`src/rtl/sdram_scheduler_if.sv`:
```
// Bundle of client, engine and status signals around the SDRAM port scheduler.
// The master modport is the scheduler side; the slave modport is the
// environment (CPU client plus init/refresh/write/read engines).
//
// Handshake semantics: iwr_req/ird_req are levels held by the client until the
// matching one-cycle ack; the client drops the level in the ack cycle. Each
// engine gets a one-cycle o*_req start pulse together with its o*_enb bus
// enable, and answers with a one-cycle i*_fin done pulse; o*_enb stays high
// until the scheduler leaves that state.
interface sdram_scheduler_if;
   logic       iwr_req;
   logic       ird_req;
   logic       owr_ack;
   logic       ord_ack;
   logic       oinit_req;
   logic       oref_req;
   logic       owe_req;
   logic       ore_req;
   logic       oinit_enb;
   logic       oref_enb;
   logic       owe_enb;
   logic       ore_enb;
   logic       iinit_fin;
   logic       iref_fin;
   logic       iwe_fin;
   logic       ire_fin;
   logic       obusy;
   logic       oerr;
   logic       oref_overrun;
   logic [2:0] ostate;

   modport master (
      input  iwr_req, ird_req, iinit_fin, iref_fin, iwe_fin, ire_fin,
      output owr_ack, ord_ack, oinit_req, oref_req, owe_req, ore_req,
      output oinit_enb, oref_enb, owe_enb, ore_enb,
      output obusy, oerr, oref_overrun, ostate
   );

   modport slave (
      output iwr_req, ird_req, iinit_fin, iref_fin, iwe_fin, ire_fin,
      input  owr_ack, ord_ack, oinit_req, oref_req, owe_req, ore_req,
      input  oinit_enb, oref_enb, owe_enb, ore_enb,
      input  obusy, oerr, oref_overrun, ostate
   );
endinterface

```
`src/rtl/sdram_scheduler.sv`:
```
// SDRAM port sequencer: power-up init, periodic refresh, and fair write/read
// arbitration. Exactly one engine owns the DRAM pins at a time through its
// enable; refresh always wins in IDLE, and a watchdog aborts stuck operations.
// ostate exposes the FSM state: 0 INIT, 1 IDLE, 2 REFRESH, 3 WRITE, 4 READ.
module sdram_scheduler #(
   parameter int REFRESH_CYCLES = 390,
   parameter int TIMEOUT_CYCLES = 255
) (
   input logic               iclk,
   input logic               ctr_reset,
   sdram_scheduler_if.master bus
);

   localparam int RC_W  = (REFRESH_CYCLES > 1) ? $clog2(REFRESH_CYCLES) : 1;
   localparam int WD_RAW = $clog2(TIMEOUT_CYCLES + 1);
   localparam int WD_W  = (WD_RAW > 8) ? WD_RAW : 8;
   localparam logic [RC_W-1:0] REF_LAST = RC_W'(REFRESH_CYCLES - 1);
   localparam logic [WD_W-1:0] WD_LAST  = WD_W'(TIMEOUT_CYCLES - 1);

   typedef enum logic [2:0] {
      S_INIT    = 3'd0,
      S_IDLE    = 3'd1,
      S_REFRESH = 3'd2,
      S_WRITE   = 3'd3,
      S_READ    = 3'd4
   } state_t;

   state_t          state;
   logic [RC_W-1:0] ref_cnt;
   logic [WD_W-1:0] wd_cnt;
   logic            ref_pending;
   logic            last_wr;
   logic            init_issued;
   logic            ref_tick;
   logic            wd_expire;

   // The timer is parked at 0 while in INIT, so the first tick lands a full
   // period after init completes.
   assign ref_tick  = (state != S_INIT) && (ref_cnt == REF_LAST);
   // Abort on the edge at which the count would reach the limit, so oerr is
   // visible exactly TIMEOUT_CYCLES cycles after the grant cycle.
   assign wd_expire = (wd_cnt == WD_LAST);
   assign bus.ostate = state;

   // Free-running refresh interval timer, held at zero during INIT.
   always_ff @(posedge iclk or posedge ctr_reset) begin
      if (ctr_reset) begin
         ref_cnt <= '0;
      end else if (state == S_INIT || ref_tick) begin
         ref_cnt <= '0;
      end else begin
         ref_cnt <= ref_cnt + 1'b1;
      end
   end

   // Main FSM with registered start pulses, enables, acks and status.
   always_ff @(posedge iclk or posedge ctr_reset) begin
      if (ctr_reset) begin
         state            <= S_INIT;
         ref_pending      <= 1'b0;
         last_wr          <= 1'b0;
         init_issued      <= 1'b0;
         wd_cnt           <= '0;
         bus.oinit_req    <= 1'b0;
         bus.oref_req     <= 1'b0;
         bus.owe_req      <= 1'b0;
         bus.ore_req      <= 1'b0;
         bus.oinit_enb    <= 1'b1;
         bus.oref_enb     <= 1'b0;
         bus.owe_enb      <= 1'b0;
         bus.ore_enb      <= 1'b0;
         bus.owr_ack      <= 1'b0;
         bus.ord_ack      <= 1'b0;
         bus.obusy        <= 1'b1;
         bus.oerr         <= 1'b0;
         bus.oref_overrun <= 1'b0;
      end else begin
         bus.oinit_req    <= 1'b0;
         bus.oref_req     <= 1'b0;
         bus.owe_req      <= 1'b0;
         bus.ore_req      <= 1'b0;
         bus.owr_ack      <= 1'b0;
         bus.ord_ack      <= 1'b0;
         bus.oerr         <= 1'b0;
         bus.oref_overrun <= ref_tick && ref_pending;
         if (ref_tick) begin
            ref_pending <= 1'b1;
         end

         case (state)
            S_INIT: begin
               if (bus.iinit_fin) begin
                  state         <= S_IDLE;
                  bus.oinit_enb <= 1'b0;
                  bus.obusy     <= 1'b0;
               end else if (!init_issued) begin
                  bus.oinit_req <= 1'b1;
                  init_issued   <= 1'b1;
               end
            end

            S_IDLE: begin
               wd_cnt <= '0;
               if (ref_pending) begin
                  state        <= S_REFRESH;
                  bus.oref_req <= 1'b1;
                  bus.oref_enb <= 1'b1;
                  bus.obusy    <= 1'b1;
               end else if (bus.iwr_req && (!bus.ird_req || !last_wr)) begin
                  state       <= S_WRITE;
                  bus.owe_req <= 1'b1;
                  bus.owe_enb <= 1'b1;
                  bus.obusy   <= 1'b1;
               end else if (bus.ird_req) begin
                  state       <= S_READ;
                  bus.ore_req <= 1'b1;
                  bus.ore_enb <= 1'b1;
                  bus.obusy   <= 1'b1;
               end
            end

            S_REFRESH: begin
               if (bus.iref_fin || wd_expire) begin
                  // A tick on the same edge keeps the flag set.
                  if (bus.iref_fin && !ref_tick) begin
                     ref_pending <= 1'b0;
                  end
                  bus.oerr     <= !bus.iref_fin;
                  state        <= S_IDLE;
                  bus.oref_enb <= 1'b0;
                  bus.obusy    <= 1'b0;
               end else begin
                  wd_cnt <= wd_cnt + 1'b1;
               end
            end

            S_WRITE: begin
               if (bus.iwe_fin) begin
                  bus.owr_ack <= 1'b1;
                  last_wr     <= 1'b1;
                  state       <= S_IDLE;
                  bus.owe_enb <= 1'b0;
                  bus.obusy   <= 1'b0;
               end else if (wd_expire) begin
                  bus.oerr    <= 1'b1;
                  state       <= S_IDLE;
                  bus.owe_enb <= 1'b0;
                  bus.obusy   <= 1'b0;
               end else begin
                  wd_cnt <= wd_cnt + 1'b1;
               end
            end

            S_READ: begin
               if (bus.ire_fin) begin
                  bus.ord_ack <= 1'b1;
                  last_wr     <= 1'b0;
                  state       <= S_IDLE;
                  bus.ore_enb <= 1'b0;
                  bus.obusy   <= 1'b0;
               end else if (wd_expire) begin
                  bus.oerr    <= 1'b1;
                  state       <= S_IDLE;
                  bus.ore_enb <= 1'b0;
                  bus.obusy   <= 1'b0;
               end else begin
                  wd_cnt <= wd_cnt + 1'b1;
               end
            end

            default: begin
               state         <= S_IDLE;
               bus.oinit_enb <= 1'b0;
               bus.oref_enb  <= 1'b0;
               bus.owe_enb   <= 1'b0;
               bus.ore_enb   <= 1'b0;
               bus.obusy     <= 1'b0;
            end
         endcase
      end
   end

endmodule

```
`src/flat_wrapper.sv`:
```
// flat-port wrapper written by rule: the top's interface ports become plain ports
module sdram_scheduler_flat 
#(
   parameter int REFRESH_CYCLES = 390,
   parameter int TIMEOUT_CYCLES = 255
)
  (iclk, ctr_reset, bus_iwr_req, bus_ird_req, bus_iinit_fin, bus_iref_fin, bus_iwe_fin, bus_ire_fin, bus_owr_ack, bus_ord_ack, bus_oinit_req, bus_oref_req, bus_owe_req, bus_ore_req, bus_oinit_enb, bus_oref_enb, bus_owe_enb, bus_ore_enb, bus_obusy, bus_oerr, bus_oref_overrun, bus_ostate);
  sdram_scheduler_if bus_i ();
  input logic iclk;
  input logic ctr_reset;
  input wire logic [$bits(bus_i.iwr_req)-1:0] bus_iwr_req;
  input wire logic [$bits(bus_i.ird_req)-1:0] bus_ird_req;
  input wire logic [$bits(bus_i.iinit_fin)-1:0] bus_iinit_fin;
  input wire logic [$bits(bus_i.iref_fin)-1:0] bus_iref_fin;
  input wire logic [$bits(bus_i.iwe_fin)-1:0] bus_iwe_fin;
  input wire logic [$bits(bus_i.ire_fin)-1:0] bus_ire_fin;
  output wire logic [$bits(bus_i.owr_ack)-1:0] bus_owr_ack;
  output wire logic [$bits(bus_i.ord_ack)-1:0] bus_ord_ack;
  output wire logic [$bits(bus_i.oinit_req)-1:0] bus_oinit_req;
  output wire logic [$bits(bus_i.oref_req)-1:0] bus_oref_req;
  output wire logic [$bits(bus_i.owe_req)-1:0] bus_owe_req;
  output wire logic [$bits(bus_i.ore_req)-1:0] bus_ore_req;
  output wire logic [$bits(bus_i.oinit_enb)-1:0] bus_oinit_enb;
  output wire logic [$bits(bus_i.oref_enb)-1:0] bus_oref_enb;
  output wire logic [$bits(bus_i.owe_enb)-1:0] bus_owe_enb;
  output wire logic [$bits(bus_i.ore_enb)-1:0] bus_ore_enb;
  output wire logic [$bits(bus_i.obusy)-1:0] bus_obusy;
  output wire logic [$bits(bus_i.oerr)-1:0] bus_oerr;
  output wire logic [$bits(bus_i.oref_overrun)-1:0] bus_oref_overrun;
  output wire logic [$bits(bus_i.ostate)-1:0] bus_ostate;
  assign bus_i.iwr_req = bus_iwr_req;
  assign bus_i.ird_req = bus_ird_req;
  assign bus_i.iinit_fin = bus_iinit_fin;
  assign bus_i.iref_fin = bus_iref_fin;
  assign bus_i.iwe_fin = bus_iwe_fin;
  assign bus_i.ire_fin = bus_ire_fin;
  assign bus_owr_ack = bus_i.owr_ack;
  assign bus_ord_ack = bus_i.ord_ack;
  assign bus_oinit_req = bus_i.oinit_req;
  assign bus_oref_req = bus_i.oref_req;
  assign bus_owe_req = bus_i.owe_req;
  assign bus_ore_req = bus_i.ore_req;
  assign bus_oinit_enb = bus_i.oinit_enb;
  assign bus_oref_enb = bus_i.oref_enb;
  assign bus_owe_enb = bus_i.owe_enb;
  assign bus_ore_enb = bus_i.ore_enb;
  assign bus_obusy = bus_i.obusy;
  assign bus_oerr = bus_i.oerr;
  assign bus_oref_overrun = bus_i.oref_overrun;
  assign bus_ostate = bus_i.ostate;
  sdram_scheduler #(.REFRESH_CYCLES(REFRESH_CYCLES), .TIMEOUT_CYCLES(TIMEOUT_CYCLES)) u_core (.iclk(iclk), .ctr_reset(ctr_reset), .bus(bus_i));
endmodule
```
`config.mk`:
```
export PLATFORM = sky130hd
export DESIGN_NAME = sdram_scheduler_flat
export DESIGN_NICKNAME = d
export VERILOG_FILES = /design/src/rtl/sdram_scheduler_if.sv /design/src/rtl/sdram_scheduler.sv /design/src/flat_wrapper.sv
export SDC_FILE = /design/constraint.sdc
export NUM_CORES = 1
export LEC_CHECK = 0
export CAP_MARGIN = 5
export CORE_UTILIZATION = 31
export CTS_CLUSTER_DIAMETER = 50
export CTS_CLUSTER_SIZE = 40
export DETAILED_ROUTE_END_ITERATION = 8
export PLACE_DENSITY = 0.59
export SYNTH_ARGS = -nofsm -noshare
export SYNTH_HDL_FRONTEND = slang
export SYNTH_SLANG_ARGS = --single-unit
```
`constraint.sdc`:
```
create_clock -name iclk -period 1.7 [get_ports iclk]
set_input_delay 0.17 -clock iclk [delete_from_list [all_inputs] [get_ports iclk]]
set_output_delay 0.17 -clock iclk [all_outputs]
set_load 0.02 [all_outputs]
```
==> impl_metrics.json, run 1 <==
{
  "outcome": "finished with violations",
  "violations": "setup timing",
  "ys.flop_type": "dfrtp_1",
  "worstReg2RegEnd": "u_core.wd_cnt[6]",
  "grt_pass1_wl_mm": 7.624,
  "insertion_delay_ns": 0.29,
  "wl_mm": 4.570,
  "finClkSkew_ns": 0.01300,
  "avgSynthCellArea_um2": 10.72,
  "dp.cells": 305,
  "fin_tns_setup_ns": -0.03865,
  "r2r_cells": 6,
  "diodes": 0,
  "ys_seq_area_share_pct": 46.55,
  "coreArea_um2": 5991,
  "busiest_layer": "met2",
  "clk_pin_slew_worst_paths_ns": 0.08,
  "syn_area_um2": 1941,
  "drt_first_pass_iters": 4,
  "yosysWarnings": 0,
  "fin_ws_ns": -0.02313,
  "wl_per_cell_um": 14.06,
  "gr-total-overflow": 0,
  "start_util_pct": 32.39,
  "slew_viol_final": 0,
  "grt_usage_pct": 15.45,
  "clockBufferDepth": 2,
  "cp_common_cell": "buf_4",
  "post-route-min-period_ns": 1.723,
  "cpMaxStageDelayCell": "dfrtp_2",
  "die_area_um2": 6580,
  "cts_made_buffers": 5,
  "slew_headroom_pct": 69.31,
  "use_met1_pct": 20.50,
  "grt_use_met2_pct": 24.29,
  "cap_violations": 0,
  "power_density_nw_per_um2": 1523,
  "synth.most_common_cell": "dfrtp_1",
  "fillers": 562,
  "yosys.area.top_type": "dfrtp_1",
  "p_leak_nw": 1.268,
  "seqCellArea_um2": 905.9,
  "peakVddDrop_mv": 0.7060,
  "criticalPathCategory": "flop to flop",
  "clock_sinks": 36,
  "rsz0062_at_grt": "yes",
  "cp.required_ns": 1.87,
  "die-width_um": 81.12,
  "gp_congestion": 0.8080,
  "dp_hpwl_mm": 3.124,
  "min_path_type": "primary input to async pin",
  "path_cells": "buf_4 -> or3b_1 -> nand2_2 -> buf_4 -> a211o_1 -> a32o_1",
  "synth.top_cells.by_count": "dfrtp_1 (34), nor2_1 (18), a21oi_1 (9), o21ai_0 (9)",
  "layout.nets": 261,
  "tightest_slew_ns": 0.4603,
  "crit_family": "flip-flops",
  "cp_num_buf_inv": 2,
  "startpoint_type": "flop",
  "yosysUniqueCellTypes": 59,
  "drt-initial-drc-count": 77,
  "ios": 24,
  "viasPerCell": 5.114,
  "grt_pass1_vias": 1633,
  "r2r_setup_slack_ns": -0.02,
  "async_flop_share_pct": 100.0,
  "rows": 28,
  "hold_viol": 0,
  "cp.arrival_ns": 1.90,
  "ys_top_cells_by_area": "dfrtp_1 (44%), nor2_1 (3.5%), o31ai_1 (3.1%)",
  "die_h_um": 81.12,
  "multiInputGateArea_um2": 1050,
  "htreeDepth": 2,
  "drc": 0,
  "areaGrowthSynthToFinish_pct": 41.01,
  "cp-end-kind": "flop",
  "grt_max_degree": 37,
  "antenna_left": 0,
  "yosys.area.top_type_share_pct": 43.84,
  "ctsHoldBuffers": 0,
  "cts_root_buf": "clkbuf_8",
  "cts_tree": "built",
  "setup_viol": 2,
  "synth-seq-cells": 36,
  "portBuffers": 23,
  "max_freq_mhz": 580.3,
  "antenna_found_initial": 0,
  "syn_inst": 181,
  "crit_path_max_incr_delay_ns": 0.50,
  "syn-num-nets": 193,
  "timing.rr.start": "u_core.bus.ostate[2]",
  "critPathMaxFanout": 9,
  "met3_usage_pct": 3.258,
  "fin_crit_sh_pct": 101.4,
  "vias": 1662,
  "finalNonFillerCells": 325,
  "synth_edf_count": 0,
  "drive_above_1_share_pct": 33.20
}
-- routing by layer --
metal / routed length (um) / vias up
met5: 0 / -
met4: 119 / 0
met3: 181 / 11
met2: 2092 / 36
met1: 2176 / 809
li1: - / 806
-- state kept, by name (all words and copies together) (netlist names) --
| name | count |
|---|---|
| u_core.ref_cnt | 9 |
| u_core.wd_cnt | 8 |
| u_core.bus.ostate | 3 |
| u_core.bus.obusy | 1 |
| u_core.bus.oerr | 1 |
| u_core.bus.oinit_enb | 1 |
| u_core.bus.oinit_req | 1 |
| u_core.bus.ord_ack | 1 |
| u_core.bus.ore_enb | 1 |
| u_core.bus.ore_req | 1 |
| u_core.bus.oref_enb | 1 |
| u_core.bus.oref_overrun | 1 |
| u_core.bus.oref_req | 1 |
| u_core.bus.owe_enb | 1 |
| u_core.bus.owe_req | 1 |
| u_core.bus.owr_ack | 1 |
| u_core.init_issued | 1 |
| u_core.last_wr | 1 |
| u_core.ref_pending | 1 |
-- worst reg2reg max path, delay by kind of cell (launching register included) --
family | cells | cell delay, ns
AOI/OAI and AO/OA | 2 | 0.45
DFF | 1 | 0.50
buffers and inverters | 2 | 0.33
and+or+nand+nor | 2 | 0.33
-- area by class of cell --
type / instances / area share, %
inverter: 8 / 1.097
clock buffer: 8 / 3.658
tap: 75 / 3.429
multi-input combinational: 133 / 38.36
sequential: 36 / 33.10
timing repair buffer: 65 / 20.35
-- cells by family after synthesis --
family                     share of synthesized area, %
adders and majority gates                         2.579
AOI/OAI and AO/OA                                 17.93
and+or+nand+nor                                   24.89
muxes                                             1.289
xor gates and xnor gates                          3.159
DFF                                               46.55
buffers and inverters                             3.611
-- where the power goes --
part / internal (mW) / leakage, nW / total [mW] / switching [mW]
combinational: 1.15 / 0.746 / 2.28 / 1.14
sequential: 1.04 / 0.471 / 1.20 / 0.162
clock: 0.370 / 0.0515 / 0.680 / 0.309
-- worst max path at each step --
stage / startpoint / end / slack [ns] / cells after the start
after floorplan: u_core.bus.ostate[1] / u_core.wd_cnt[1] / -0.01 / 5
after detailed placement: u_core.wd_cnt[0] / u_core.bus.obusy / -0.07 / 6
after global placement: bus_iwe_fin / u_core.wd_cnt[1] / -0.06 / 5
final: u_core.bus.ostate[2] / u_core.wd_cnt[6] / -0.02 / 6
after CTS: u_core.wd_cnt[0] / u_core.bus.obusy / -0.009 / 6
after global routing: u_core.bus.ostate[0] / u_core.wd_cnt[7] / -0.09 / 6
-- repair_timing --
item	CTS	global route
setup buffers	5	6
pin swaps	3	8
gates cloned	1	0
setup endpoints to repair	7	11
hold endpoints to repair	0	0
gates resized for setup	5	11
-- per-stage QoR --
step / setup WS (ns) / util [%] / cell area (um^2) / hold slack, ns / power, mW
2_1_floorplan: -0.009992 / - / 1946 / 0.2408 / 2.418
3_3_place_gp: -0.05587 / 41.31 / 2475 / 0.4260 / 3.203
3_5_place_dp: -0.06738 / 41.31 / 2475 / 0.4222 / 3.236
4_1_cts: -0.008785 / 44.01 / 2636 / 0.3018 / 4.050
5_1_grt: -0.09400 / 45.68 / 2736 / 0.3722 / 4.435
6_report: -0.02313 / 45.68 / 2736 / 0.2765 / 4.168
-- cell usage in the layout, fill, tap and decap left out, types with 5 or more instances in the layout --
master and n:
nand3_1 7, o31ai_1 6, buf_4 41, a21oi_1 9, nor2_1 16, nand2_1 7, xor2_1 6, inv_1 8
o21ai_0 9, clkdlybuf4s50_1 22, clkbuf_8 7, and3_1 5, dfrtp_1 32
No activity file was read; power rests on OpenSTA's default activity.
==> run 2, diff against run 1 <==
ABC_CLOCK_PERIOD_IN_PS = 1700   (was default)
CORE_UTILIZATION = 40   (was 31)
PLACE_DENSITY = 0.71   (was 0.59)
==> impl_metrics.json, run 2 (synthesis gave the netlist of run 1 again) <==
{
  "outcome": "finished with violations",
  "violations": "setup timing",
  "diodes": 0,
  "cp.required_ns": 1.94,
  "fin_crit_sh_pct": 102.0,
  "antenna_left": 0,
  "critPathMaxFanout": 6,
  "gr-total-overflow": 0,
  "crit_path_start": "u_core.bus.ostate[0]",
  "ios": 24,
  "seqCellArea_um2": 907.1,
  "cap_violations": 0,
  "grt_pass1_vias": 1577,
  "finClkSkew_ns": 0.006534,
  "wl_per_cell_um": 15.93,
  "wl_mm": 4.714,
  "portBuffers": 23,
  "worstReg2RegEnd": "u_core.bus.obusy",
  "start_util_pct": 43.08,
  "hold_viol": 0,
  "hold_slack_ns": 0.2773,
  "clock_sinks": 36,
  "power_density_nw_per_um2": 1587,
  "peakVddDrop_mv": 0.8699,
  "fin_ws_ns": -0.03479,
  "r2r_cells": 6,
  "startpoint_type": "flop",
  "r2r_setup_slack_ns": -0.03,
  "layout.nets": 255,
  "busiest_layer": "met2",
  "use_met1_pct": 25.11,
  "p_comb_share_pct": 55.8,
  "antenna_found_initial": 0,
  "grt_max_degree": 37,
  "drt-initial-drc-count": 103,
  "clk_pin_slew_worst_paths_ns": 0.07,
  "htreeDepth": 2,
  "grt_pass1_wl_mm": 7.514,
  "min_path_type": "primary input to async pin",
  "rsz0062_at_grt": "yes",
  "largest_register": "u_core.ref_cnt",
  "power.net_switching_mw": 1.663,
  "setup.worst_path.end": "u_core.bus.obusy",
  "timing.rr.start": "u_core.bus.ostate[0]",
  "cts_tree": "built",
  "slew_viol_final": 0,
  "cts_root_buf": "clkbuf_8",
  "pwr-share-seq_pct": 28.3,
  "p_leak_nw": 1.210,
  "clkPwrFrac_pct": 15.9,
  "drive_above_1_share_pct": 33.20,
  "grt_use_met2_pct": 30.08,
  "insertion_delay_ns": 0.29,
  "criticalPathCategory": "flop to flop",
  "cts_made_buffers": 5,
  "viasPerCell": 5.578,
  "tightest_slew_ns": 0.4566,
  "cp.arrival_ns": 1.97,
  "swShare_pct": 38.98,
  "drt_first_pass_iters": 4,
  "dp_hpwl_mm": 3.074,
  "clockBufferDepth": 2,
  "rows": 24,
  "die_area_um2": 5134,
  "largest_register_ffs": 9,
  "multiInputGateArea_um2": 1054,
  "areaGrowthSynthToFinish_pct": 38.49,
  "met3_usage_pct": 3.938,
  "gp_congestion": 0.8764,
  "cp-end-kind": "flop",
  "finalNonFillerCells": 296,
  "utilization_pct": 59.67,
  "design_area_um2": 2688,
  "grt_usage_pct": 18.99,
  "placed_cell_area_um2": 2394,
  "dp.cells": 275,
  "coreArea_um2": 4504,
  "die_h_um": 71.65,
  "setup_viol": 4,
  "drc": 0,
  "post-route-min-period_ns": 1.735,
  "final_cell_mix": "buf_4 (31), dfrtp_1 (31), clkdlybuf4s50_1 (22), nor2_1 (17), a21oi_1 (9)",
  "die-width_um": 71.65,
  "fillers": 382,
  "vias": 1651,
  "intPower_mw": 2.603,
  "slew_headroom_pct": 69.56,
  "max_freq_mhz": 576.4
}
## run 2: cell types whose count changed in the layout (fill, tap and decap cells not counted), sizes merged
cell    previous run  this run
buf               42        37
a211oi             3         2
## run 2: worst min path at each step
stage | to | startpoint | slack (ns) | depth (start not counted)
6_report | u_core.wd_cnt[3] | ctr_reset | 0.28 | 3
5_1_grt | u_core.wd_cnt[3] | ctr_reset | 0.35 | 3
2_1_floorplan | u_core.bus.oinit_req | bus_iinit_fin | 0.24 | 1
4_1_cts | u_core.wd_cnt[3] | ctr_reset | 0.30 | 3
3_3_place_gp | u_core.bus.oinit_req | u_core.init_issued | 0.42 | 1
3_5_place_dp | u_core.bus.oinit_req | u_core.init_issued | 0.43 | 1
## run 2: stage by stage
stage	setup TNS (ns)	power (mW)	setup slack, ns
floorplan	-0.009992	2.418	-0.009992
global placement	-0.04286	3.082	-0.02292
detailed placement	-0.1884	3.114	-0.04687
CTS	0	3.958	0.001300
global route	-0.3349	4.501	-0.1014
finish	-0.04890	4.266	-0.03479
## run 2: cell type report
class	instances	share of cell area [%]
inverters	8	1.117
flip-flops and latches	36	33.75
multi-input cells	132	39.20
clock buffers	8	3.724
repair buffers	60	19.79
well taps	52	2.421
## run 2: repair_timing
| action | 4_1_cts | 5_1_grt |
|---|---|---|
| setup buffers | 5 | 8 |
| pin swaps | 2 | 6 |
| resized for setup | 5 | 18 |
| hold buffers | 0 | 0 |
| setup endpoints to repair | 8 | 21 |
| cloned | 0 | 0 |
## run 2: power groups by stage
stage	clock network (mW)	registers, mW	logic [mW]
final	0.677	1.21	2.38
after global routing	0.718	1.23	2.55
after CTS	0.697	1.24	2.02
after detailed placement	0	1.28	1.83
after global placement	0	1.27	1.81
after floorplan	0	1.33	1.09
## run 2: per-layer routing
layer | wire (um) | share of wire [%]
met5 | 0 | 0
met4 | 76 | 1.6
met3 | 187 | 4.0
met2 | 2207 | 47
met1 | 2243 | 48
## run 2: worst max-delay path: stages, from the launching register on
cell	delay [ns]
dfrtp_2	0.42
buf_2	0.18
buf_4	0.16
or4b_1	0.55
o31ai_1	0.09
and3_1	0.19
a211o_1	0.09
==> run 3, diff against run 2 <==
ABC_CLOCK_PERIOD_IN_PS = 2100   (was 1700)
CAP_MARGIN = default   (was 5)
GPL_ROUTABILITY_DRIVEN = 0   (was default)
PLACE_DENSITY = 0.69   (was 0.71)
clock period = 2.1 ns   (was 1.7 ns; I/O delays follow)
==> impl_metrics.json, run 3 (synthesis gave the netlist of run 1 again) <==
{
  "diodes": 0,
  "postCtsSetupBuffers": 0,
  "cp_num_buf_inv": 1,
  "ios": 24,
  "gr-total-overflow": 0,
  "grt_usage_pct": 16.56,
  "cp.arrival_ns": 1.78,
  "slew_headroom_pct": 57.32,
  "crit_path_max_incr_delay_ns": 0.76,
  "fillers": 415,
  "layout_commonest_cell": "dfrtp_1",
  "coreArea_um2": 4504,
  "path_cells": "clkdlybuf4s50_1",
  "cpMaxStageDelayCell": "dfrtp_1",
  "antenna_found_initial": 0,
  "cts_root_buf": "clkbuf_8",
  "largest_register": "u_core.ref_cnt",
  "p_leak_nw": 1.029,
  "drt-initial-drc-count": 87,
  "rsz0062_at_grt": "no",
  "crit_family": "flip-flops",
  "tightest_slew_ns": 0.6402,
  "path_depth": 1,
  "insertion_delay_ns": 0.29,
  "ctsHoldBuffers": 0,
  "post-route-min-period_ns": 1.986,
  "wl_mm": 3.767,
  "fin_crit_sh_pct": 94.58,
  "min_path_type": "primary input to async pin",
  "max_freq_mhz": 503.5,
  "start_util_pct": 43.08,
  "startpoint_type": "flop",
  "power_density_nw_per_um2": 1233,
  "clk_pin_slew_worst_paths_ns": 0.07,
  "die_area_um2": 5134,
  "cts_resized": 0,
  "final_cell_mix": "dfrtp_1 (34), clkdlybuf4s50_1 (23), nor2_1 (18), o21ai_0 (9), a21oi_1 (9)",
  "vias": 1442,
  "antenna_left": 0,
  "clock_sinks": 36,
  "drive_above_1_share_pct": 15.71,
  "setup_viol": 0,
  "dp_hpwl_mm": 2.681,
  "criticalPathCategory": "flop to output port",
  "clockBufferDepth": 2,
  "drt_first_pass_iters": 4,
  "peakVddDrop_mv": 0.7069,
  "areaGrowthSynthToFinish_pct": 20.05,
  "die-width_um": 71.65,
  "htreeDepth": 2,
  "die_h_um": 71.65,
  "finClkSkew_ns": 0.007383,
  "slew_viol_final": 0,
  "hold_viol": 0,
  "cap_violations": 0,
  "grt_pass1_wl_mm": 6.541,
  "largest_register_ffs": 9,
  "critPathMaxFanout": 18,
  "wl_per_cell_um": 14.38,
  "drc": 0,
  "portBuffers": 23,
  "viasPerCell": 5.504,
  "cts_tree": "built",
  "cts_made_buffers": 5,
  "rows": 24,
  "r2r_cells": 4,
  "fin_tns_setup_ns": 0,
  "outcome": "finished, final reports clean",
  "grt_max_degree": 37,
  "layout.nets": 221,
  "hold_slack_ns": 0.3264,
  "cp.required_ns": 1.89,
  "cp-end-kind": "output port",
  "grt_pass1_vias": 1380
}
-- run 3: cell count changes in the layout (fill, tap and decap cells not counted), moves of 2 or more --
| cell | before | now |
|---|---|---|
| buf_4 | 31 | 3 |
| buf_6 | 4 | 0 |
| clkbuf_8 | 7 | 5 |
| dfrtp_1 | 31 | 34 |
| dfrtp_2 | 3 | 0 |
| o31ai_1 | 4 | 8 |
| o31ai_2 | 3 | 0 |
-- run 3: area by class of cell --
cell class              count  area, um^2  share of cell area (%)
clock buffers               5       68.82                   2.954
well taps                  52       65.06                   2.793
inverters                   8       30.03                   1.289
multi-input cells         132       967.2                   41.51
flip-flops and latches     36       903.4                   38.78
clock inverters             3       42.54                   1.826
repair buffers             26       252.7                   10.85
-- run 3: path summary, 6_finish.rpt --
kind                                         to                 start  slack [ns]
setup / recovery                  bus_ostate[1]  u_core.bus.ostate[1]        0.11
hold / removal                 u_core.wd_cnt[6]             ctr_reset        0.33
setup reg to reg               u_core.wd_cnt[7]  u_core.bus.ostate[1]        0.20
hold reg to reg            u_core.bus.oinit_req    u_core.init_issued        0.43
max in group asynchronous  u_core.bus.oinit_enb             ctr_reset        1.43
min in group iclk          u_core.bus.oinit_req    u_core.init_issued        0.43
-- run 3: power by group --
part / internal (mW) / switching, mW / leakage, nW
clock network: 0.351 / 0.251 / 0.0541
registers: 0.837 / 0.231 / 0.473
logic: 0.568 / 0.634 / 0.502
total: 1.76 / 1.12 / 1.03
-- run 3: metrics by stage --
step	worst slack, ns	total power, mW	util, %	instance area (um^2)	instances
after floorplan	0.3411	1.951	-	1941	181
after global placement	0.2377	2.279	49.25	2218	254
after detailed placement	0.2214	2.279	49.25	2218	254
after CTS	0.1068	2.899	51.72	2330	262
after global routing	0.01756	3.078	51.72	2330	262
final	0.1137	2.871	51.72	2330	262
-- run 3: per-layer routing --
metal | track usage, % | part of all wire, % | vias to the layer above
met5 | 0 | 0 | -
met4 | 7.190 | 1.8 | 0
met3 | 4.923 | 4.9 | 6
met2 | 24.00 | 45 | 37
met1 | 23.01 | 49 | 674
li1 | - | - | 725
